===== config.mk =====
export PLATFORM = sky130hd
export DESIGN_NAME = ball_physics_flat
export DESIGN_NICKNAME = d
export VERILOG_FILES = /design/src/rtl/ball_physics_if.sv /design/src/rtl/ball_physics.sv /design/src/flat_wrapper.sv
export SDC_FILE = /design/constraint.sdc
export NUM_CORES = 1
export LEC_CHECK = 0
export CELL_PAD_IN_SITES_DETAIL_PLACEMENT = 1
export CELL_PAD_IN_SITES_GLOBAL_PLACEMENT = 1
export CORE_ASPECT_RATIO = 1.5
export CORE_MARGIN = 8
export CORE_UTILIZATION = 30
export DETAILED_ROUTE_END_ITERATION = 16
export GPL_ROUTABILITY_DRIVEN = 0
export HOLD_SLACK_MARGIN = 0.06
export PLACE_DENSITY = 0.55
export SLEW_MARGIN = 20
export SYNTH_ARGS = -nofsm -noshare
export SYNTH_HDL_FRONTEND = slang
export SYNTH_SLANG_ARGS = --single-unit

===== constraint.sdc =====
create_clock -name CLOCK_50 -period 5.1 [get_ports CLOCK_50]
set_clock_uncertainty 0.15 [all_clocks]
set_input_delay 1.02 -clock CLOCK_50 [delete_from_list [all_inputs] [get_ports CLOCK_50]]
set_output_delay 1.02 -clock CLOCK_50 [all_outputs]
set_load 0.03 [all_outputs]

===== src/rtl/ball_physics_if.sv =====
// Ball engine bus: frame strobe, game state and paddle positions in;
// ball position and one-cycle collision pulses out.
interface ball_physics_if;
  logic        vSyncStart;
  logic [7:0]  gameState;
  logic [15:0] playerPaddleY;
  logic [15:0] computerPaddleY;
  logic [15:0] ballX;
  logic [15:0] ballY;
  logic        collisionBallScreenLeft;
  logic        collisionBallScreenRight;
  logic        collisionBallScreenTop;
  logic        collisionBallScreenBottom;
  logic        collisionBallPaddle;

  modport master (
    output vSyncStart, gameState, playerPaddleY, computerPaddleY,
    input  ballX, ballY, collisionBallScreenLeft, collisionBallScreenRight,
           collisionBallScreenTop, collisionBallScreenBottom, collisionBallPaddle
  );

  modport slave (
    input  vSyncStart, gameState, playerPaddleY, computerPaddleY,
    output ballX, ballY, collisionBallScreenLeft, collisionBallScreenRight,
           collisionBallScreenTop, collisionBallScreenBottom, collisionBallPaddle
  );
endinterface


===== src/rtl/ball_physics.sv =====
// Per-frame ball motion: on each vSyncStart step the ball by SPEED on both
// axes, resolve paddle and wall bounces, publish the new position and pulse
// the collision flags for one cycle.
module ball_physics #(
  parameter int SCREEN_W          = 640,
  parameter int SCREEN_H          = 480,
  parameter int BALL_W            = 8,
  parameter int BALL_H            = 8,
  parameter int PADDLE_W          = 8,
  parameter int PADDLE_H          = 64,
  parameter int PLAYER_PADDLE_X   = 16,
  parameter int COMPUTER_PADDLE_X = 616,
  parameter int SPEED             = 4
) (
  input  logic           CLOCK_50,
  input  logic           resetn,
  ball_physics_if.slave  bus
);

  typedef enum logic [1:0] {HOLD, CALC, RESOLVE} state_t;

  // Signed 18-bit constants: one bit of headroom over the 17-bit candidates
  // so sums like nx+BALL_W never wrap.
  localparam logic signed [17:0] L_SW  = 18'(SCREEN_W);
  localparam logic signed [17:0] L_SH  = 18'(SCREEN_H);
  localparam logic signed [17:0] L_BW  = 18'(BALL_W);
  localparam logic signed [17:0] L_BH  = 18'(BALL_H);
  localparam logic signed [17:0] L_PW  = 18'(PADDLE_W);
  localparam logic signed [17:0] L_PH  = 18'(PADDLE_H);
  localparam logic signed [17:0] L_PPX = 18'(PLAYER_PADDLE_X);
  localparam logic signed [17:0] L_CPX = 18'(COMPUTER_PADDLE_X);
  localparam logic [16:0]        L_SPD = 17'(SPEED);

  localparam logic [15:0] L_X0    = 16'((SCREEN_W - BALL_W) / 2);
  localparam logic [15:0] L_Y0    = 16'((SCREEN_H - BALL_H) / 2);
  localparam logic [15:0] L_XPHIT = 16'(PLAYER_PADDLE_X + PADDLE_W);
  localparam logic [15:0] L_XCHIT = 16'(COMPUTER_PADDLE_X - BALL_W);
  localparam logic [15:0] L_XMAX  = 16'(SCREEN_W - BALL_W);
  localparam logic [15:0] L_YMAX  = 16'(SCREEN_H - BALL_H);

  state_t             r_state;
  logic [15:0]        r_x, r_y;
  logic               r_dx, r_dy;
  logic signed [16:0] r_nx, r_ny;
  logic [15:0]        r_pp_y, r_cp_y;
  logic               r_c_l, r_c_r, r_c_t, r_c_b, r_c_p;

  logic signed [17:0] w_nx, w_ny, w_ppy, w_cpy;
  logic               w_hit_p, w_hit_c, w_left, w_right, w_top, w_bot;

  assign w_nx  = {r_nx[16], r_nx};
  assign w_ny  = {r_ny[16], r_ny};
  assign w_ppy = {2'b00, r_pp_y};
  assign w_cpy = {2'b00, r_cp_y};

  // Paddles are only hittable while the ball travels toward them.
  assign w_hit_p = !r_dx && (w_nx < L_PPX + L_PW) && (w_nx + L_BW > L_PPX) &&
                   (w_ny + L_BH > w_ppy) && (w_ny < w_ppy + L_PH);
  assign w_hit_c =  r_dx && (w_nx < L_CPX + L_PW) && (w_nx + L_BW > L_CPX) &&
                   (w_ny + L_BH > w_cpy) && (w_ny < w_cpy + L_PH);
  assign w_left  = !w_hit_p && !w_hit_c && (w_nx < 18'sd0);
  assign w_right = !w_hit_p && !w_hit_c && (w_nx + L_BW > L_SW);
  assign w_top   = (w_ny < 18'sd0);
  assign w_bot   = (w_ny + L_BH > L_SH);

  assign bus.ballX                     = r_x;
  assign bus.ballY                     = r_y;
  assign bus.collisionBallScreenLeft   = r_c_l;
  assign bus.collisionBallScreenRight  = r_c_r;
  assign bus.collisionBallScreenTop    = r_c_t;
  assign bus.collisionBallScreenBottom = r_c_b;
  assign bus.collisionBallPaddle       = r_c_p;

  // Frame FSM: sample inputs on vSyncStart, compute candidates, commit.
  always_ff @(posedge CLOCK_50 or negedge resetn) begin
    if (!resetn) begin
      r_state <= HOLD;
      r_x     <= L_X0;
      r_y     <= L_Y0;
      r_dx    <= 1'b1;
      r_dy    <= 1'b1;
      r_nx    <= '0;
      r_ny    <= '0;
      r_pp_y  <= '0;
      r_cp_y  <= '0;
      r_c_l   <= 1'b0;
      r_c_r   <= 1'b0;
      r_c_t   <= 1'b0;
      r_c_b   <= 1'b0;
      r_c_p   <= 1'b0;
    end else begin
      r_c_l <= 1'b0;
      r_c_r <= 1'b0;
      r_c_t <= 1'b0;
      r_c_b <= 1'b0;
      r_c_p <= 1'b0;
      case (r_state)
        HOLD: begin
          if (bus.vSyncStart) begin
            r_pp_y <= bus.playerPaddleY;
            r_cp_y <= bus.computerPaddleY;
            if (bus.gameState == 8'd1) begin
              r_state <= CALC;
            end else begin
              // Not playing: park the ball in the centre and latch the serve.
              r_x <= L_X0;
              r_y <= L_Y0;
              if (bus.gameState == 8'd2) r_dx <= 1'b1;
              else if (bus.gameState == 8'd3) r_dx <= 1'b0;
            end
          end
        end
        CALC: begin
          r_nx    <= r_dx ? ({1'b0, r_x} + L_SPD) : ({1'b0, r_x} - L_SPD);
          r_ny    <= r_dy ? ({1'b0, r_y} + L_SPD) : ({1'b0, r_y} - L_SPD);
          r_state <= RESOLVE;
        end
        RESOLVE: begin
          // X axis: paddles win over walls; wall exits keep dx (scoring).
          if (w_hit_p) begin
            r_x   <= L_XPHIT;
            r_dx  <= 1'b1;
            r_c_p <= 1'b1;
          end else if (w_hit_c) begin
            r_x   <= L_XCHIT;
            r_dx  <= 1'b0;
            r_c_p <= 1'b1;
          end else if (w_left) begin
            r_x   <= '0;
            r_c_l <= 1'b1;
          end else if (w_right) begin
            r_x   <= L_XMAX;
            r_c_r <= 1'b1;
          end else begin
            r_x <= w_nx[15:0];
          end
          // Y axis resolved independently so corners fire both.
          if (w_top) begin
            r_y   <= '0;
            r_dy  <= 1'b1;
            r_c_t <= 1'b1;
          end else if (w_bot) begin
            r_y   <= L_YMAX;
            r_dy  <= 1'b0;
            r_c_b <= 1'b1;
          end else begin
            r_y <= w_ny[15:0];
          end
          r_state <= HOLD;
        end
        default: r_state <= HOLD;
      endcase
    end
  end

endmodule


===== src/flat_wrapper.sv =====
// flat-port wrapper written by rule: the top's interface ports become plain ports
module ball_physics_flat 
#(
  parameter int SCREEN_W          = 640,
  parameter int SCREEN_H          = 480,
  parameter int BALL_W            = 8,
  parameter int BALL_H            = 8,
  parameter int PADDLE_W          = 8,
  parameter int PADDLE_H          = 64,
  parameter int PLAYER_PADDLE_X   = 16,
  parameter int COMPUTER_PADDLE_X = 616,
  parameter int SPEED             = 4
)
  (CLOCK_50, resetn, bus_vSyncStart, bus_gameState, bus_playerPaddleY, bus_computerPaddleY, bus_ballX, bus_ballY, bus_collisionBallScreenLeft, bus_collisionBallScreenRight, bus_collisionBallScreenTop, bus_collisionBallScreenBottom, bus_collisionBallPaddle);
  ball_physics_if bus_i ();
  input  logic CLOCK_50;
  input  logic resetn;
  input wire logic [$bits(bus_i.vSyncStart)-1:0] bus_vSyncStart;
  input wire logic [$bits(bus_i.gameState)-1:0] bus_gameState;
  input wire logic [$bits(bus_i.playerPaddleY)-1:0] bus_playerPaddleY;
  input wire logic [$bits(bus_i.computerPaddleY)-1:0] bus_computerPaddleY;
  output wire logic [$bits(bus_i.ballX)-1:0] bus_ballX;
  output wire logic [$bits(bus_i.ballY)-1:0] bus_ballY;
  output wire logic [$bits(bus_i.collisionBallScreenLeft)-1:0] bus_collisionBallScreenLeft;
  output wire logic [$bits(bus_i.collisionBallScreenRight)-1:0] bus_collisionBallScreenRight;
  output wire logic [$bits(bus_i.collisionBallScreenTop)-1:0] bus_collisionBallScreenTop;
  output wire logic [$bits(bus_i.collisionBallScreenBottom)-1:0] bus_collisionBallScreenBottom;
  output wire logic [$bits(bus_i.collisionBallPaddle)-1:0] bus_collisionBallPaddle;
  assign bus_i.vSyncStart = bus_vSyncStart;
  assign bus_i.gameState = bus_gameState;
  assign bus_i.playerPaddleY = bus_playerPaddleY;
  assign bus_i.computerPaddleY = bus_computerPaddleY;
  assign bus_ballX = bus_i.ballX;
  assign bus_ballY = bus_i.ballY;
  assign bus_collisionBallScreenLeft = bus_i.collisionBallScreenLeft;
  assign bus_collisionBallScreenRight = bus_i.collisionBallScreenRight;
  assign bus_collisionBallScreenTop = bus_i.collisionBallScreenTop;
  assign bus_collisionBallScreenBottom = bus_i.collisionBallScreenBottom;
  assign bus_collisionBallPaddle = bus_i.collisionBallPaddle;
  ball_physics #(.SCREEN_W(SCREEN_W), .SCREEN_H(SCREEN_H), .BALL_W(BALL_W), .BALL_H(BALL_H), .PADDLE_W(PADDLE_W), .PADDLE_H(PADDLE_H), .PLAYER_PADDLE_X(PLAYER_PADDLE_X), .COMPUTER_PADDLE_X(COMPUTER_PADDLE_X), .SPEED(SPEED)) u_core (.CLOCK_50(CLOCK_50), .resetn(resetn), .bus(bus_i));
endmodule

# == Word level (Yosys, flattened, before mapping) ==
# Index checks and enable logic that the tools add are counted.
# classes
bitwise_logic,0
shift,0
n_eq_ne,10
n_lt_le_gt_ge,12
add_sub_neg,8
muxes,43
n_div,0
n_mul,0
n_reduce_logical,22
# op_table
cell,n
$mux 16,10
$pmux 16 s2,2
$add 17x5->18 const B,2
$gt 18x11->1 const B,2
$gt 18x17->1,2
$lt 17x18->1,2
$add 16x3->17 const B,2
$add 16x7->17 const B,2
$lt 17x1->1 const B,2
$mux 17,2
$sub 16x3->17 const B,2
$mux 1,25
$gt 18x10->1 const B,1
$gt 18x6->1 const B,1
$lt 17x11->1 const B,1
$lt 17x6->1 const B,1
$eq 8x2->1 const B,2
$logic_and 1x1->1,11
$eq 8x1->1 const B,1
$ne 3x1->1 const B,2
$reduce_and 2->1,3
$reduce_and 5->1,1
$mux 2,2
$ne 2x2->1 const B,2
other kinds (9),12
# totals
latchBits,0
output_inout_bits,37
romBits,0
input_bits,43
register_bits,107
wordCells,109
mem_count,0
mem_bits_rw,0

# == Depth between registers and ports, before layout ==
# logic_depth
ltp_word,13
depth_mapped,13
depth_no_buf,13

# == Worst setup path before layout ==
# Ideal clock, no wire load.
# synth_timing
path_kind,reg2reg
startpoint,register u_core.r_ny[6]
endpoint,register u_core.r_x[6] (netlist: u_core.bus.ballX[6])
arrival_ps,3696
path_stages_with_launch,14
n_path_buf,1
setup_time_ps,122
required_time_ps,4828
period_less_slack_ps,3967
slack_ps,1133
cell_sequence,dfrtp_1 > buf_2 > nand4_1 > nor4_1 > nand3_1 > xnor2_1 > ha_1 > nand2_2 > or4_4 > a311o_1 > and4b_1 > a211o_1 > or3_4 > a32o_1
# synth_between
elab_chain_len,12
elab_cells_between_ends,19
classes_between,add/sub (1); order compare (4); mux (5); reduce/logical (9)
# synth_rtl
element,line,rtl
from (decl),ball_physics.sv:44,"logic signed [16:0] r_nx, r_ny;"
from (signal assigned),ball_physics.sv:115,"r_ny <= r_dy ? ({1'b0, r_y} + L_SPD) : ({1'b0, r_y} - L_SPD);"
$add 17x5->18,"ball_physics.sv:58, ball_physics.sv:60",
$gt 18x17->1 (on tied branches),"ball_physics.sv:58, ball_physics.sv:60",
$logic_and 1x1->1 (on tied branches),"ball_physics.sv:57, ball_physics.sv:59",
$logic_and 1x1->1 (on tied branches),"ball_physics.sv:58, ball_physics.sv:60",
$logic_not 1->1,"ball_physics.sv:61, ball_physics.sv:62",
$logic_and 1x1->1,"ball_physics.sv:61, ball_physics.sv:62",
$logic_and 1x1->1,ball_physics.sv:62,assign w_right = !w_hit_p && !w_hit_c && (w_nx + L_BW > L_SW);
$mux 16,ball_physics.sv:131,end else if (w_right) begin
$mux 16,ball_physics.sv:128,end else if (w_left) begin
$mux 16,ball_physics.sv:124,end else if (w_hit_c) begin
$mux 16 *,ball_physics.sv:120,if (w_hit_p) begin
$pmux 16 s2 *,ball_physics.sv:97,case (r_state)
to (signal assigned),ball_physics.sv:135,r_x <= w_nx[15:0];
to (decl),ball_physics.sv:42,"logic [15:0] r_x, r_y;"
# Mark *: on every way between the ends. The rest lies on a longest branch, timed or not.
# A chain may end at the register's enable or synchronous reset.

# == Worst setup path after layout ==
# layout_timing
startpoint,register u_core.r_ny[5]
endpoint,register u_core.r_x[6] (netlist: u_core.bus.ballX[6])
# The elaborated chain is that of the path after synthesis.

==> summary.txt <==
Floorplanning
  • # rows: 73
  • Initial Utilization: 0.3030
  • DIE WIDTH: 149.1 µm
  • Die height: 215.6 µm
  • Core area: 26,310 µm²
  • Die Area: 32,150 µm²
  • Io pins: 80

Logic synthesis
  • Gate Count Post-Synth: 926
  • FF+latch count, synth: 107
  • Yosys Warn Count: 0
  • Post-synth cell types: 72
  • EDFF count, synth: 0
  • Syn_area_per_cell: 8.608 µm²
  • Cell Area, Synth: 7971 µm²
  • Post-Syn Nets: 1,061
  • Async SR Flop Fraction: 1.000
  • Top_reg_cell synth: dfrtp_1
  • Sequential-to-total area share from yosys stat: 0.3378

STA
  • Setup TNS: 0 ns
  • Period utilisation layout: 0.8756
  • Setup WS post-layout: 0.6343 ns
  • FMAX: 223.9 MHz
  • Unrepaired setup endpoints after global routing: no
  • Max-slew headroom: 0.3772
  • Final hold slack: 0.3480 ns
  • Setup violators final: 0
  • Slew Viols, Final: 0
  • Min Clock Period, post-route: 4.466 ns
  • Final Hold Viols: 0
  • Measured slew at the worst slew-check pin: 0.9308 ns

Final layout
  • Diode count: 0
  • Commonest cells after routing, fill and taps aside: nand2_1 (109), dfrtp_1 (95), ha_1 (90)
  • Non-Filler Instances: 1,327
  • Final Util: 0.3573
  • Area grow syn2layout: 17.91%
  • # nets final: 1,120
  • Layout cells sized above 1: 0.06162
  • Design Area, Final: 9399 µm²
  • Most common cell after layout, fill and taps aside: nand2_1

Routing
  • Iter 0 DRT Violations: 251
  • Via count: 7,193
  • WL/cell: 20.93 µm
  • Residual DRC: 0
  • Pre-antenna DRT Iters: 4
  • Final wirelength: 27,770 µm
  • DR vias/cell: 5.420
  • Final antenna-violating net count: 0

Critical path
  • CP max stage delay: 0.57 ns
  • Startpoint Class: flop
  • CP Data Required Time: 5.21 ns
  • CP max stage cell: dfrtp_1
  • Critical path fanouts, max: 10
  • Worst r2r src: u_core.r_ny[5]$_DFFE_PN0N_
  • Worst path arrival time: 4.58 ns
  • Nature of the critical path endpoint: flop
  • Crit path cell chain: nand4_1 -> nor4_1 -> nand3_1 -> xnor2_1 -> ha_1 -> nand2_2 -> or4_4 -> a311o_1 -> and4b_1 -> a211o_1 -> or3_4 -> a32o_1
  • Crit. Startpoint: u_core.r_ny[5]$_DFFE_PN0N_
  • CP Class: flop to flop

Global route
  • All-Layer GR Usage: 0.1755
  • Gr ovfl total: 0
  • First-pass GRT wire length: 44,060 µm
  • Pin count of the biggest net entering global routing: 57
  • Vias in the first global route: 7,819
  • Initial antenna violation count: 0

CTS
  • CTS clk-pin slew, worst paths: 0.09 ns
  • Post-CTS Setup Inserts: 0
  • Cts hold-fix bufs: 0
  • Clk buf depth: 2
  • Clk_lat worst skew: 0.37 ns
  • TritonCTS Buffers: 9
  • CTS tree: done
  • Post-CTS resize count: 0
  • Root Buffer: clkbuf_16
  • H-tree depth: 3
  • Sink Count: 107

Placed design
  • Number of port buffers: 79
  • Placed Instances: 1,311
  • Place WS: 0.6950 ns
  • DP HPWL: 22,070 µm
  • Post-DP Area: 9087 µm²

Power
  • Power density cells: 222.9 nW/µm²
  • Worst IR Drop VDD: 0.1782 mV
  • Pleak: 4.077 nW
  • Total power: 2.095 mW

Outcome
  • Status: finished clean

Worst hold path
  • Hold Crit Class: input port to asynchronous set/reset pin

Run
  • Max Cap Violations: 0
[cell usage after synthesis, types with 5 or more instances]
master / instances / area share
nor3_1: 31 / 0.019
and3_1: 11 / 0.0086
or2_2: 9 / 0.0071
o21bai_1: 10 / 0.0094
a211o_1: 5 / 0.0055
o211ai_1: 6 / 0.0057
and2_1: 16 / 0.013
nor2b_1: 5 / 0.0039
o31ai_1: 14 / 0.013
nor4_1: 11 / 0.0086
clkbuf_1: 31 / 0.015
a31oi_1: 16 / 0.013
a21o_1: 8 / 0.0075
dfstp_2: 12 / 0.040
nand2_1: 109 / 0.051
nand3_1: 42 / 0.026
nor2_1: 44 / 0.021
inv_1: 59 / 0.028
xor2_1: 11 / 0.012
dfrtp_1: 95 / 0.30
ha_1: 90 / 0.14
nand4_1: 18 / 0.014
o21a_1: 10 / 0.0094
a21oi_1: 34 / 0.021
or3_1: 5 / 0.0039
o41ai_1: 5 / 0.0055
o21ai_0: 85 / 0.053
xnor2_1: 38 / 0.042
a211oi_1: 8 / 0.0075
[critical path, delay by kind of cell, from the launching register on]
kind | cells | cell delay, ns
compound gates | 3 | 0.91
flops | 1 | 0.57
simple gates | 7 | 2.19
xor+xnor | 1 | 0.20
fa+ha+maj | 1 | 0.33
[routing by layer]
metal	vias up	GRT usage	wire length (µm)
met2	124	0.3346	15140
met5	-	0	0
li1	3488	-	-
met1	3550	0.1903	11060
met3	31	0.02723	905
met4	0	0.05674	665
[cell type report]
class / instances / area (µm²)
clock buffer: 9 / 225.2
clock inverter: 7 / 86.33
fill: 3085 / 16910
inverter: 59 / 221.5
multi-input combinational: 722 / 4911
sequential: 107 / 2693
tap: 337 / 421.7
timing repair buffer: 86 / 840.8
[state kept, by name (all words and copies together) (netlist names)]
signal,cells
u_core.r_cp_y,16
u_core.r_state,2
u_core.bus.collisionBallScreenBottom,1
u_core.bus.ballY,16
u_core.r_ny,17
u_core.bus.collisionBallPaddle,1
u_core.r_dy,1
u_core.r_dx,1
u_core.bus.ballX,16
u_core.r_pp_y,16
u_core.bus.collisionBallScreenLeft,1
u_core.bus.collisionBallScreenTop,1
u_core.bus.collisionBallScreenRight,1
u_core.r_nx,17
[cell families (layout without fill, tap and decap cells)]
group,Yosys count,after routing,share of synthesized area
AO/OA/AOI/OAI,244,244,0.1981
XOR/XNOR,49,49,0.05384
adder cells (fa/ha/maj),92,92,0.1463
buffers and inverters,97,161,0.04630
flip-flops,107,107,0.3378
multiplexers,4,4,0.005650
AND/OR/NAND/NOR,333,333,0.2121
[final timing paths]
check,depth (start not counted),to,slack (ns)
worst min register to register,1,u_core.bus.ballY[0]$_DFFE_PN0P_,0.35
worst max-delay path,12,u_core.bus.ballX[6]$_DFFE_PN0P_,0.63
min in group CLOCK_50,1,u_core.bus.ballY[0]$_DFFE_PN0P_,0.35
max in group asynchronous,2,u_core.r_ny[0]$_DFFE_PN0N_,3.46
worst max register to register,12,u_core.bus.ballX[6]$_DFFE_PN0P_,0.63
worst min-delay path,1,u_core.bus.ballX[10]$_DFFE_PN0P_,0.35
[where the power goes]
part,internal [mW],switching [mW],total (mW)
sequential,0.881,0.0465,0.927
clock,0.394,0.371,0.765
combinational,0.167,0.236,0.403
total,1.44,0.653,2.10
Note: power is estimated with default switching activity, not from simulation.
